## src/rtl/uart_rx_fifo_if.sv

```systemverilog
// Handshake bundle between the UART receiver, the receive FIFO (slave) and the
// receiver/consumer side (master).
interface uart_rx_fifo_if #(
  parameter int DATA_W = 8,
  parameter int ADDR_W = 4
);
  logic [DATA_W-1:0] i_rx_data;
  logic              i_rx_done;
  logic [DATA_W-1:0] o_data;
  logic              o_valid;
  logic              i_ready;
  logic [ADDR_W:0]   o_count;
  logic              o_full;
  logic              o_empty;
  logic              o_overflow;
  logic              i_clr_overflow;
  logic [7:0]        o_drop_cnt;
  logic              o_afull;

  modport slave (
    input  i_rx_data, i_rx_done, i_ready, i_clr_overflow,
    output o_data, o_valid, o_count, o_full, o_empty, o_overflow, o_drop_cnt, o_afull
  );

  modport master (
    output i_rx_data, i_rx_done, i_ready, i_clr_overflow,
    input  o_data, o_valid, o_count, o_full, o_empty, o_overflow, o_drop_cnt, o_afull
  );
endinterface

```

## src/rtl/uart_rx_fifo.sv

```systemverilog
// Show-ahead receive FIFO behind the UART receiver, with overflow/drop tracking.
// Define UART_RX_FIFO_WATERMARK_EN to build the registered almost-full flag.
module uart_rx_fifo #(
  parameter int DATA_W      = 8,
  parameter int DEPTH       = 16,
  parameter int ADDR_W      = 4,
  parameter int AFULL_LEVEL = 12
) (
  input  logic            i_Clk,
  input  logic            i_reset_n,
  uart_rx_fifo_if.slave   bus
);

  localparam logic [ADDR_W:0]   FULL_COUNT = (ADDR_W+1)'(DEPTH);
  localparam logic [ADDR_W:0]   COUNT_ONE  = (ADDR_W+1)'(1);
  localparam logic [ADDR_W-1:0] PTR_ONE    = ADDR_W'(1);

  if (DEPTH < 2 || DEPTH != (1 << ADDR_W)) begin : g_param_check
    $error("uart_rx_fifo: DEPTH must be a power of two >= 2 equal to 2**ADDR_W");
  end

  logic [DATA_W-1:0] mem [DEPTH];
  logic [ADDR_W-1:0] rd_ptr;
  logic [ADDR_W-1:0] wr_ptr;
  logic [ADDR_W:0]   count;
  logic [ADDR_W:0]   count_nxt;
  logic              done_q;
  logic              overflow;
  logic [7:0]        drop_cnt;
  logic              full;
  logic              empty;
  logic              wr_req;
  logic              pop;
  logic              push;
  logic              drop;

  assign full   = (count == FULL_COUNT);
  assign empty  = (count == '0);
  assign wr_req = bus.i_rx_done & ~done_q;
  assign pop    = ~empty & bus.i_ready;
  // A pop in the same cycle frees the slot, so a full FIFO still accepts the byte.
  assign push   = wr_req & (~full | pop);
  assign drop   = wr_req & full & ~pop;

  always_comb begin
    count_nxt = count;
    if (push && !pop) begin
      count_nxt = count + COUNT_ONE;
    end else if (pop && !push) begin
      count_nxt = count - COUNT_ONE;
    end
  end

  always_ff @(posedge i_Clk) begin
    if (push) begin
      mem[wr_ptr] <= bus.i_rx_data;
    end
  end

  always_ff @(posedge i_Clk or negedge i_reset_n) begin
    if (!i_reset_n) begin
      rd_ptr   <= '0;
      wr_ptr   <= '0;
      count    <= '0;
      done_q   <= 1'b0;
      overflow <= 1'b0;
      drop_cnt <= '0;
    end else begin
      done_q <= bus.i_rx_done;
      count  <= count_nxt;
      if (push) begin
        wr_ptr <= wr_ptr + PTR_ONE;
      end
      if (pop) begin
        rd_ptr <= rd_ptr + PTR_ONE;
      end
      // A drop coinciding with a clear restarts the tally at one.
      if (drop) begin
        overflow <= 1'b1;
        if (bus.i_clr_overflow) begin
          drop_cnt <= 8'd1;
        end else if (drop_cnt != 8'hFF) begin
          drop_cnt <= drop_cnt + 8'd1;
        end
      end else if (bus.i_clr_overflow) begin
        overflow <= 1'b0;
        drop_cnt <= '0;
      end
    end
  end

`ifdef UART_RX_FIFO_WATERMARK_EN
  localparam logic [ADDR_W:0] AFULL_COUNT = (ADDR_W+1)'(AFULL_LEVEL);
  logic afull_q;

  always_ff @(posedge i_Clk or negedge i_reset_n) begin
    if (!i_reset_n) begin
      afull_q <= 1'b0;
    end else begin
      afull_q <= (count_nxt >= AFULL_COUNT);
    end
  end

  assign bus.o_afull = afull_q;
`else
  logic unused_afull_level;
  assign unused_afull_level = ^AFULL_LEVEL;
  assign bus.o_afull        = 1'b0;
`endif

  assign bus.o_data     = mem[rd_ptr];
  assign bus.o_valid    = ~empty;
  assign bus.o_count    = count;
  assign bus.o_full     = full;
  assign bus.o_empty    = empty;
  assign bus.o_overflow = overflow;
  assign bus.o_drop_cnt = drop_cnt;

endmodule

```

## src/flat_wrapper.sv

```systemverilog
// flat-port wrapper written by rule: the top's interface ports become plain ports
module uart_rx_fifo_flat 
#(
  parameter int DATA_W      = 8,
  parameter int DEPTH       = 16,
  parameter int ADDR_W      = 4,
  parameter int AFULL_LEVEL = 12
)
  (i_Clk, i_reset_n, bus_i_rx_data, bus_i_rx_done, bus_i_ready, bus_i_clr_overflow, bus_o_data, bus_o_valid, bus_o_count, bus_o_full, bus_o_empty, bus_o_overflow, bus_o_drop_cnt, bus_o_afull);
  uart_rx_fifo_if #(.DATA_W(DATA_W), .ADDR_W(ADDR_W)) bus_i ();
  input  logic i_Clk;
  input  logic i_reset_n;
  input wire logic [$bits(bus_i.i_rx_data)-1:0] bus_i_rx_data;
  input wire logic [$bits(bus_i.i_rx_done)-1:0] bus_i_rx_done;
  input wire logic [$bits(bus_i.i_ready)-1:0] bus_i_ready;
  input wire logic [$bits(bus_i.i_clr_overflow)-1:0] bus_i_clr_overflow;
  output wire logic [$bits(bus_i.o_data)-1:0] bus_o_data;
  output wire logic [$bits(bus_i.o_valid)-1:0] bus_o_valid;
  output wire logic [$bits(bus_i.o_count)-1:0] bus_o_count;
  output wire logic [$bits(bus_i.o_full)-1:0] bus_o_full;
  output wire logic [$bits(bus_i.o_empty)-1:0] bus_o_empty;
  output wire logic [$bits(bus_i.o_overflow)-1:0] bus_o_overflow;
  output wire logic [$bits(bus_i.o_drop_cnt)-1:0] bus_o_drop_cnt;
  output wire logic [$bits(bus_i.o_afull)-1:0] bus_o_afull;
  assign bus_i.i_rx_data = bus_i_rx_data;
  assign bus_i.i_rx_done = bus_i_rx_done;
  assign bus_i.i_ready = bus_i_ready;
  assign bus_i.i_clr_overflow = bus_i_clr_overflow;
  assign bus_o_data = bus_i.o_data;
  assign bus_o_valid = bus_i.o_valid;
  assign bus_o_count = bus_i.o_count;
  assign bus_o_full = bus_i.o_full;
  assign bus_o_empty = bus_i.o_empty;
  assign bus_o_overflow = bus_i.o_overflow;
  assign bus_o_drop_cnt = bus_i.o_drop_cnt;
  assign bus_o_afull = bus_i.o_afull;
  uart_rx_fifo #(.DATA_W(DATA_W), .DEPTH(DEPTH), .ADDR_W(ADDR_W), .AFULL_LEVEL(AFULL_LEVEL)) u_core (.i_Clk(i_Clk), .i_reset_n(i_reset_n), .bus(bus_i));
endmodule
```

## config.mk

```make
export PLATFORM = sky130hd
export DESIGN_NAME = uart_rx_fifo_flat
export DESIGN_NICKNAME = d
export VERILOG_FILES = /design/src/rtl/uart_rx_fifo_if.sv /design/src/rtl/uart_rx_fifo.sv /design/src/flat_wrapper.sv
export SDC_FILE = /design/constraint.sdc
export NUM_CORES = 1
export LEC_CHECK = 0
export ABC_AREA = 1
export CAP_MARGIN = 10
export CELL_PAD_IN_SITES_DETAIL_PLACEMENT = 0
export CELL_PAD_IN_SITES_GLOBAL_PLACEMENT = 1
export CORE_MARGIN = 2
export CORE_UTILIZATION = 48
export CTS_CLUSTER_DIAMETER = 60
export CTS_CLUSTER_SIZE = 10
export DETAILED_ROUTE_END_ITERATION = 7
export PLACE_DENSITY_LB_ADDON = 0.1
export RECOVER_POWER = 100
export SYNTH_ARGS = -nofsm -noshare
export SYNTH_HDL_FRONTEND = slang
export SYNTH_SLANG_ARGS = --single-unit
```

## constraint.sdc

```tcl
create_clock -name i_Clk -period 3.26 [get_ports i_Clk]
set_clock_uncertainty 0.1 [all_clocks]
set_input_delay 0.815 -clock i_Clk [delete_from_list [all_inputs] [get_ports i_Clk]]
set_output_delay 0.815 -clock i_Clk [all_outputs]
set_load 0.02 [all_outputs]
```

After elaboration in Yosys (flattened, before gate mapping)
Memories as Yosys holds them, arrays and structs flattened.
Cells that the tools add are included.
W data, S select, Z words.
{"block": "word_totals", "register_bits": 23, "ram_bits": 128, "input_bits": 13, "out_inout_bits": 26, "wordCells": 43, "mem_count": 1}
{"name": "u_core.mem", "words": 16, "word_bits": 8, "rd": 1, "rd_ports_with_merged_regs": 0, "write_ports": 1, "line_no": "uart_rx_fifo.sv:22", "source": "logic [DATA_W-1:0] mem [DEPTH];"}
{"block": "op_classes", "add_sub_neg": 5, "eq_ne": 2, "muxes": 10, "bitwise_logic": 10, "n_reduce_logical": 9}
{"op": "$mux W8", "count": 4}
{"op": "$mux W5", "count": 2}
{"op": "$add A4 B1 Y4 const B", "count": 2}
{"op": "$add A8 B1 Y8 const B", "count": 1}
{"op": "$ne A8 B8 Y1 const B", "count": 1}
{"op": "$reduce_bool A2 Y1", "count": 3}
{"op": "$add A5 B1 Y5 const B", "count": 1}
{"op": "$and A1 B1 Y1", "count": 5}
{"op": "$eq A5 B5 Y1 const B", "count": 1}
{"op": "$logic_not A5 Y1", "count": 1}
{"op": "$sub A5 B1 Y5 const B", "count": 1}
{"op": "$mux W1", "count": 4}
{"op": "$not A1 Y1", "count": 4}
{"op": "$logic_and A1 B1 Y1", "count": 2}
{"op": "$logic_not A1 Y1", "count": 2}
{"op": "$reduce_and A2 Y1", "count": 1}
{"op": "$or A1 B1 Y1", "count": 1}

Depth between registers and ports, before layout
Gate-level depths: netlist of run 1.
{"block": "depth", "ltp_word": 9, "ltp_mapped": 14, "depth_no_buf": 14}

Worst setup path after synthesis of run 1
OpenSTA, ideal clock, no wires.
{"block": "synth_path", "kind": "input to register", "from": "input bus_i_rx_done", "to": "register u_core.count[4], in the netlist u_core.bus.o_count[4]", "setup_time_ps": 117, "arrival_ps": 2435, "required_time_ps": 3043, "path_slack_ps": 609, "path_stages": 13, "n_path_buf": 0, "cell_sequence": "inv_1 > nor2_1 > nand2_4 > inv_2 > ha_1 > inv_1 > ha_1 > nand2_1 > or2_2 > nand3b_1 > nand2_1 > nand2_1 > nand2_1"}
{"block": "synth_between", "elab_chain_len": 5, "word_cells_on_any_way": 7, "cone_classes": "mux (1); bitwise (2); reduce/logical (4)"}
{"item": "start, declared", "line_no": "flat_wrapper.sv:14", "source": "input wire logic [$bits(bus_i.i_rx_done)-1:0] bus_i_rx_done;"}
{"item": "$and A1 B1 Y1 (*)", "line_no": "uart_rx_fifo.sv:39", "source": "assign wr_req = bus.i_rx_done & ~done_q;"}
{"item": "$and A1 B1 Y1 (*)", "line_no": "uart_rx_fifo.sv:42", "source": "assign push = wr_req & (~full | pop);"}
{"item": "via u_core.push", "line_no": "uart_rx_fifo.sv:34", "source": "logic push;"}
{"item": "$logic_not A1 Y1", "line_no": "uart_rx_fifo.sv:49", "source": "end else if (pop && !push) begin"}
{"item": "$logic_and A1 B1 Y1", "line_no": "uart_rx_fifo.sv:49"}
{"item": "$reduce_bool A2 Y1 (no line)"}
{"item": "end signal, assigned", "line_no": "uart_rx_fifo.sv:70", "source": "count <= count_nxt;"}
{"item": "end, declared", "line_no": "uart_rx_fifo.sv:25", "source": "logic [ADDR_W:0] count;"}
Mark *: on every way through the listed nets, which the timed path passes. The rest lies on a longest branch.
A chain may end at the register's enable or synchronous reset.

Worst setup path after layout of run 1
{"block": "layout_path", "from": "register u_core.rd_ptr[0]", "to": "output bus_o_data[3]"}
{"block": "layout_between", "elab_chain_len": 1}
{"item": "start, declared", "line_no": "uart_rx_fifo.sv:23", "source": "logic [ADDR_W-1:0] rd_ptr;"}
{"item": "start signal, assigned", "line_no": "uart_rx_fifo.sv:75", "source": "rd_ptr <= rd_ptr + PTR_ONE;"}
{"item": "$mem_v2 Z16 W8"}
{"item": "end, declared", "line_no": "flat_wrapper.sv:17", "source": "output wire logic [$bits(bus_i.o_data)-1:0] bus_o_data;"}
Every way passes these cells.

==> results.py, run 1 <==
metrics = {
    "synthesis": {
        "synth.yosys.seq_area_share_pct": 65.96,
        "synthTopCellsByArea": "edfxtp_1 (57%), dfrtp_1 (8.6%), nand2_1 (5.5%), nand3_1 (5.1%), nor2_1 (4.9%)",
        "synth-edff-count": 128,
        "synth_top_area_share_pct": 57.37,
        "synth.avg_cell_area_sq_um": 11.09,
        "synth_ff_type": "edfxtp_1",
        "synth_top_area_cell": "edfxtp_1",
        "synth_commonest_cells": "edfxtp_1 (128), nand2_1 (98), nor2_1 (88)",
        "syn-cell-area_sq_um": 6700,
        "ys_warn_count": 0,
        "synth_cell_types": 34,
        "synth_most_common_cell": "edfxtp_1",
        "synth_cells": 604,
        "async_flop_share_pct": 15.23,
        "synthesis.nets": 629,
        "synth-seq-cells": 151,
    },
    "die": {
        "row_count": 43,
        "ios": 39,
        "dieArea_sq_um": 14920,
        "die_w_um": 122.1,
        "die_h_um": 122.1,
        "start_util_pct": 48.65,
        "core_sq_um": 13770,
    },
    "routing": {
        "vias_per_cell": 5.203,
        "drc": 0,
        "routedWlPerCell_um": 17.60,
        "dr_total_vias": 4506,
        "wl_um": 15240,
        "antenna_left": 0,
        "drt_iter0_markers": 386,
        "dr.pass1.iters": 6,
    },
    "global_routing": {
        "antenna_found_initial": 0,
        "grt_max_degree": 46,
        "overflow": 0,
        "grt_pass1_vias": 4335,
        "grt_pass1_wl_um": 23490,
        "grt_usage_pct": 21.77,
    },
    "sta": {
        "period_share_pct": 93.91,
        "fmax_mhz": 326.6,
        "setup_tns_ps": 0,
        "tightest_slew_ps": 1358,
        "slew_headroom_pct": 9.465,
        "rsz0062_at_grt": "no",
        "fin_hold_ws_ps": 391.9,
        "fin_crit_ps": 3062,
        "hold_viol": 0,
        "slew_viol_final": 0,
        "setup_viol": 0,
    },
    "placement": {
        "portBuffers": 37,
        "place_congestion": 0.8116,
        "hpwlAfterDp_um": 9766,
    },
    "run": {
        "maxCapViolCount": 0,
    },
    "clock_tree": {
        "clock_sinks": 151,
        "cts_tree": "done",
        "cts_resized": 2,
        "clock_latency_ps": 420,
        "cts_root_buf": "clkbuf_16",
        "cts_inserted_buffers": 17,
        "clockBufferDepth": 2,
        "clk_pin_slew_worst_paths_ps": 60,
        "cts_hold_buf": 0,
        "cts_setup_buffers": 0,
        "htreeDepth": 4,
    },
    "cells_and_area": {
        "diodes": 0,
        "nets": 698,
        "area_growth_pct": 17.52,
        "fillCellCount": 1222,
        "layout-drive-gt1-share_pct": 8.017,
    },
    "critical_path": {
        "cp-start-kind": "flip-flop",
        "cp_data_arrival_time_ps": 2150,
        "critPathKind": "reg -> out",
        "ff2ff_path_depth": 8,
        "required_ps": 2340,
        "cp_max_fo": 39,
        "critPathCaptureType": "primary output",
        "r2r_slack_ps": 730,
    },
    "power_and_ir_drop": {
        "p_per_area_nw_per_um2": 856.7,
        "power.total_w": 0.006746,
        "pwr-share-seq_pct": 35.4,
        "switchingPower_w": 0.002428,
        "intPower_w": 0.004317,
        "power_frac_clock_pct": 29.4,
        "ir_worst_vdd_v": 0.0004631,
        "power_frac_comb_pct": 35.2,
        "p_leak_nw": 3.047,
        "switching_share_pct": 36.00,
    },
    "worst_hold_path": {
        "min_path_type": "reg -> reg",
        "min_path_cells": 2,
    },
    "status": {
        "outcome": "finished, final reports clean",
    },
}
## layer usage
metal / wire length, um / track usage [%] / up-vias
met5: 0 / 0 / -
met4: 269 / 7.471 / 0
met3: 535 / 4.916 / 26
met2: 7430 / 35.75 / 93
met1: 7007 / 28.65 / 2167
li1: - / - / 2220
## placed cells by master, fill, tap and decap left out, types with 3 or more instances in the layout
cell type	instances
nand3_1	69
clkinv_2	4
nand2_1	98
buf_4	8
o211ai_1	18
a21oi_1	7
inv_1	43
nor2_1	89
clkbuf_16	17
ha_1	11
nor2_2	5
clkinv_1	5
nand4_1	3
edfxtp_1	128
clkbuf_1	33
clkbuf_8	3
nor3_1	12
dfrtp_1	23
dlygate4sd3_1	28
xor2_1	8
o21ai_1	28
o21ai_0	17
inv_2	3
bufinv_16	3
## power groups by stage
| stage | sequential, W | combinational, W | clock (W) |
|---|---|---|---|
| 2_1_floorplan | 0.00243 | 0.00166 | 0 |
| 3_5_place_dp | 0.00243 | 0.00251 | 0 |
| 4_1_cts | 0.00239 | 0.00250 | 0.00201 |
| 5_1_grt | 0.00241 | 0.00264 | 0.00209 |
| 6_report | 0.00239 | 0.00237 | 0.00198 |
| 3_3_place_gp | 0.00243 | 0.00247 | 0 |
## registers in the layout, summed over array words and instances (netlist names)
register / cells
u_core.mem: 128
u_core.bus.o_drop_cnt: 8
u_core.bus.o_count: 5
u_core.rd_ptr: 4
u_core.wr_ptr: 4
u_core.bus.o_overflow: 1
u_core.done_q: 1
## per-stage QoR
stage / util, % / worst slack [ps] / cell area, sq um / instances
6_report: 57.17 / 198.4 / 7874 / 866
5_1_grt: 57.17 / 95.59 / 7874 / 866
4_1_cts: 58.18 / 8.987 / 8014 / 866
3_5_place_dp: 53.85 / 96.43 / 7417 / 834
3_3_place_gp: 53.85 / 148.5 / 7417 / 834
2_1_floorplan: - / 608.6 / 6700 / 604
## cell type report
class	count	area (sq um)	area share (%)
sequential	151	4419	56.13
timing repair buffer	77	568.0	7.214
clock buffer	21	470.5	5.975
tap	180	225.2	2.860
inverter	48	180.2	2.288
clock inverter	11	128.9	1.637
multi-input combinational	378	1882	23.90
## worst paths after layout
kind	from	endpoint
max	u_core.rd_ptr[0]	bus_o_data[3]
min	u_core.bus.o_overflow	u_core.bus.o_overflow
max reg2reg	u_core.bus.o_count[1]	u_core.mem[7][1]
min reg2reg	u_core.bus.o_overflow	u_core.bus.o_overflow
max in group asynchronous	i_reset_n	u_core.rd_ptr[0]
min in group asynchronous	i_reset_n	u_core.bus.o_count[0]
## cells by family (layout without fill, tap and decap cells)
| logic type | after synthesis | after routing | share of synthesized area, % |
|---|---|---|---|
| compound gates | 73 | 73 | 6.218 |
| xor+xnor | 9 | 9 | 1.177 |
| fa+ha+maj | 12 | 12 | 2.353 |
| buf+inv | 75 | 157 | 5.751 |
| flops | 151 | 151 | 65.96 |
| other cells | 1 | 1 | 0.05597 |
| simple gates | 283 | 283 | 18.49 |
## critical path, cell delays in order, from the launching register on
cell and delay [ps]:
dfrtp_1 460, inv_2 120, buf_12 220, nor2_1 60, nor2_1 80, o21ai_0 80
nand3_1 90, nand3_1 150, nand2_1 110, dlygate4sd2_1 330
(Power assumes the default switching activity.)
==> run 2, diff against run 1 <==
--- a/config.mk
+++ b/config.mk
@@ -7,14 +7,11 @@
 export LEC_CHECK = 0
 export ABC_AREA = 1
 export CAP_MARGIN = 10
-export CELL_PAD_IN_SITES_DETAIL_PLACEMENT = 0
-export CELL_PAD_IN_SITES_GLOBAL_PLACEMENT = 1
 export CORE_MARGIN = 2
-export CORE_UTILIZATION = 48
+export CORE_UTILIZATION = 40
 export CTS_CLUSTER_DIAMETER = 60
 export CTS_CLUSTER_SIZE = 10
 export DETAILED_ROUTE_END_ITERATION = 7
-export PLACE_DENSITY_LB_ADDON = 0.1
 export RECOVER_POWER = 100
 export SYNTH_ARGS = -nofsm -noshare
 export SYNTH_HDL_FRONTEND = slang
==> run 2 against run 1 <==
Utilization decreased by 8.3 points. Global-route usage decreased by 3.5 points. Flip-flop and latch count unchanged. Combinational power increased by 5%. Non-clock buffer count decreased by 1. Wire length increased by 0.49%. Via count increased by 2.7%. Largest cell class unchanged. Largest power group is now combinational cells. Highest routed layer unchanged.
==> results.py, run 2 (synthesis gave the netlist of run 1 again) <==
metrics = {
    "critical_path": {
        "cp_data_arrival_time_ps": 2160,
        "path_delay_family": "buffers and inverters",
        "cpPeakStageDelay_ps": 470,
        "r2r_slack_ps": 700,
        "cp_max_fo": 16,
        "crit_buf_inv": 3,
        "rr_startpoint": "u_core.bus.o_count[1]",
        "critPathCaptureType": "primary output",
        "cp_common_cell": "nand2_1",
        "cp-start-kind": "flip-flop",
        "critPathKind": "reg -> out",
        "r2r-end": "u_core.mem[3][4]",
        "path_cells": "inv_4 > clkbuf_4 > nand2_1 > nand2_1 > nand2_1 > nand3_1 > nand3_1 > nand2_1 > dlygate4sd2_1",
        "required_ps": 2340,
        "critPathSlowestCell": "dfrtp_2",
        "ff2ff_path_depth": 8,
    },
    "global_routing": {
        "grt_util_met2_pct": 29.93,
        "grt_pass1_vias": 4603,
        "busiest_layer": "met2",
        "grt_usage_pct": 18.24,
        "use_met3_pct": 4.072,
        "overflow": 0,
        "grt_max_degree": 43,
        "antenna_found_initial": 1,
        "grt_use_met1_pct": 24.67,
        "grt_pass1_wl_um": 24580,
    },
    "sta": {
        "fmax_mhz": 325.1,
        "setup_viol": 0,
        "slew_viol_final": 0,
        "fin_hold_ws_ps": 411.8,
        "period_share_pct": 94.36,
        "hold_viol": 0,
        "rsz0062_at_grt": "no",
        "tightest_slew_ps": 1265,
        "slew_headroom_pct": 15.66,
        "fin_crit_ps": 3076,
        "setup_tns_ps": 0,
    },
    "routing": {
        "routedWlPerCell_um": 16.91,
        "dr_total_vias": 4626,
        "vias_per_cell": 5.106,
        "dr.pass1.iters": 5,
        "drc": 0,
        "wl_um": 15320,
        "antenna_left": 0,
        "drt_iter0_markers": 370,
    },
    "cells_and_area": {
        "area_growth_pct": 20.04,
        "regMostFlops": "u_core.mem",
        "layout-drive-gt1-share_pct": 8.467,
        "final_common_cell": "edfxtp_1",
        "fillCellCount": 1505,
        "final_cell_mix": "edfxtp_1 (128), nand2_1 (98), nor2_1 (89)",
        "multiInputGateArea_sq_um": 1882,
        "nets": 697,
        "largest_reg_flops": 128,
        "seq_area_sq_um": 4420,
    },
    "power_and_ir_drop": {
        "p_per_area_nw_per_um2": 860.3,
        "p_leak_nw": 3.098,
        "ir_worst_vdd_v": 0.0004247,
    },
    "die": {
        "die_w_um": 133.4,
        "row_count": 47,
        "start_util_pct": 40.69,
        "dieArea_sq_um": 17800,
        "core_sq_um": 16470,
        "ios": 39,
        "die_h_um": 133.4,
    },
    "clock_tree": {
        "cts_root_buf": "clkbuf_16",
        "clock_sinks": 151,
        "clock_latency_ps": 420,
        "clockBufferDepth": 2,
        "cts_tree": "done",
        "cts_inserted_buffers": 17,
        "htreeDepth": 4,
        "clk_pin_slew_worst_paths_ps": 60,
        "cts_hold_buf": 0,
    },
    "status": {
        "outcome": "finished, final reports clean",
    },
    "placement": {
        "portBuffers": 37,
        "place_congestion": 0.8122,
        "hpwlAfterDp_um": 9641,
    },
    "worst_hold_path": {
        "hold_start": "u_core.bus.o_overflow",
        "min_path_type": "reg -> reg",
        "min_path_cells": 2,
        "hold_end": "u_core.bus.o_overflow",
    },
    "run": {
        "maxCapViolCount": 0,
    },
}
run 2: cell count changes in the layout (fill, tap and decap cells not counted), moves of 2 or more:
cell / before / now
buf_16: 0 / 2
clkbuf_1: 33 / 28
inv_2: 3 / 1
inv_4: 0 / 2
clkinv_1: 5 / 2
clkbuf_16: 17 / 22
clkinv_2: 4 / 2
buf_6: 2 / 0
dlygate4sd2_1: 2 / 8
clkbuf_8: 3 / 5
bufinv_16: 3 / 0
run 2: power by group:
part	internal, W	switching (W)
clock network	0.00130	0.000729
registers	0.00226	0.000126
logic	0.000906	0.00159
run 2: stage by stage:
stage                     area [sq um]  setup slack [ps]  std cells  utilization, %  power, W
after floorplan                   6700             608.6        604               -  0.004086
after global placement            7457             159.6        871           45.29  0.004883
after detailed placement          7457             42.97        871           45.29  0.004932
after CTS                         8154             213.9        905           49.52  0.007027
after global routing              8040             49.78        905           48.83  0.007310
final                             8043             183.9        906           48.85  0.006919
run 2: metal layers:
layer  vias up  part of all wire, %
met5         -                    0
met4         0                 0.91
li1       2217                    -
met3        13                  4.7
met2       127                   50
met1      2269                   45
run 2: worst max path at each step:
stage	from	to	slack [ps]	cells after the start
after floorplan	bus_i_rx_done	u_core.bus.o_count[4]	610	13
after global placement	bus_i_rx_done	u_core.bus.o_count[4]	160	14
after detailed placement	bus_i_rx_done	u_core.bus.o_count[4]	40	14
after CTS	u_core.rd_ptr[0]	bus_o_data[1]	210	9
after global routing	u_core.rd_ptr[0]	bus_o_data[6]	50	9
final	u_core.rd_ptr[0]	bus_o_data[7]	180	9
run 2: layout make-up:
cell class | instances | share of cell area (%)
Sequential cell | 151 | 54.96
Multi-Input combinational cell | 378 | 23.40
Timing Repair Buffer | 76 | 7.872
Clock buffer | 29 | 7.794
Tap cell | 220 | 3.423
Inverter | 48 | 2.302
Clock inverter | 3 | 0.2178
Antenna cell | 1 | 0.03111
run 2: worst register-to-register path, cell delays in order (launching register included):
cell and delay [ps]:
dfrtp_1 440, nor2_2 190, nand4_1 260, nand2_4 120, clkbuf_1 480, nor2_1 140, nand2_1 160, nor2_1 60
clkbuf_1 280
run 2: repair_timing:
item,4_1_cts,5_1_grt
gates resized for setup,13,0
setup endpoints to repair,8,0
buffers inserted,1,0
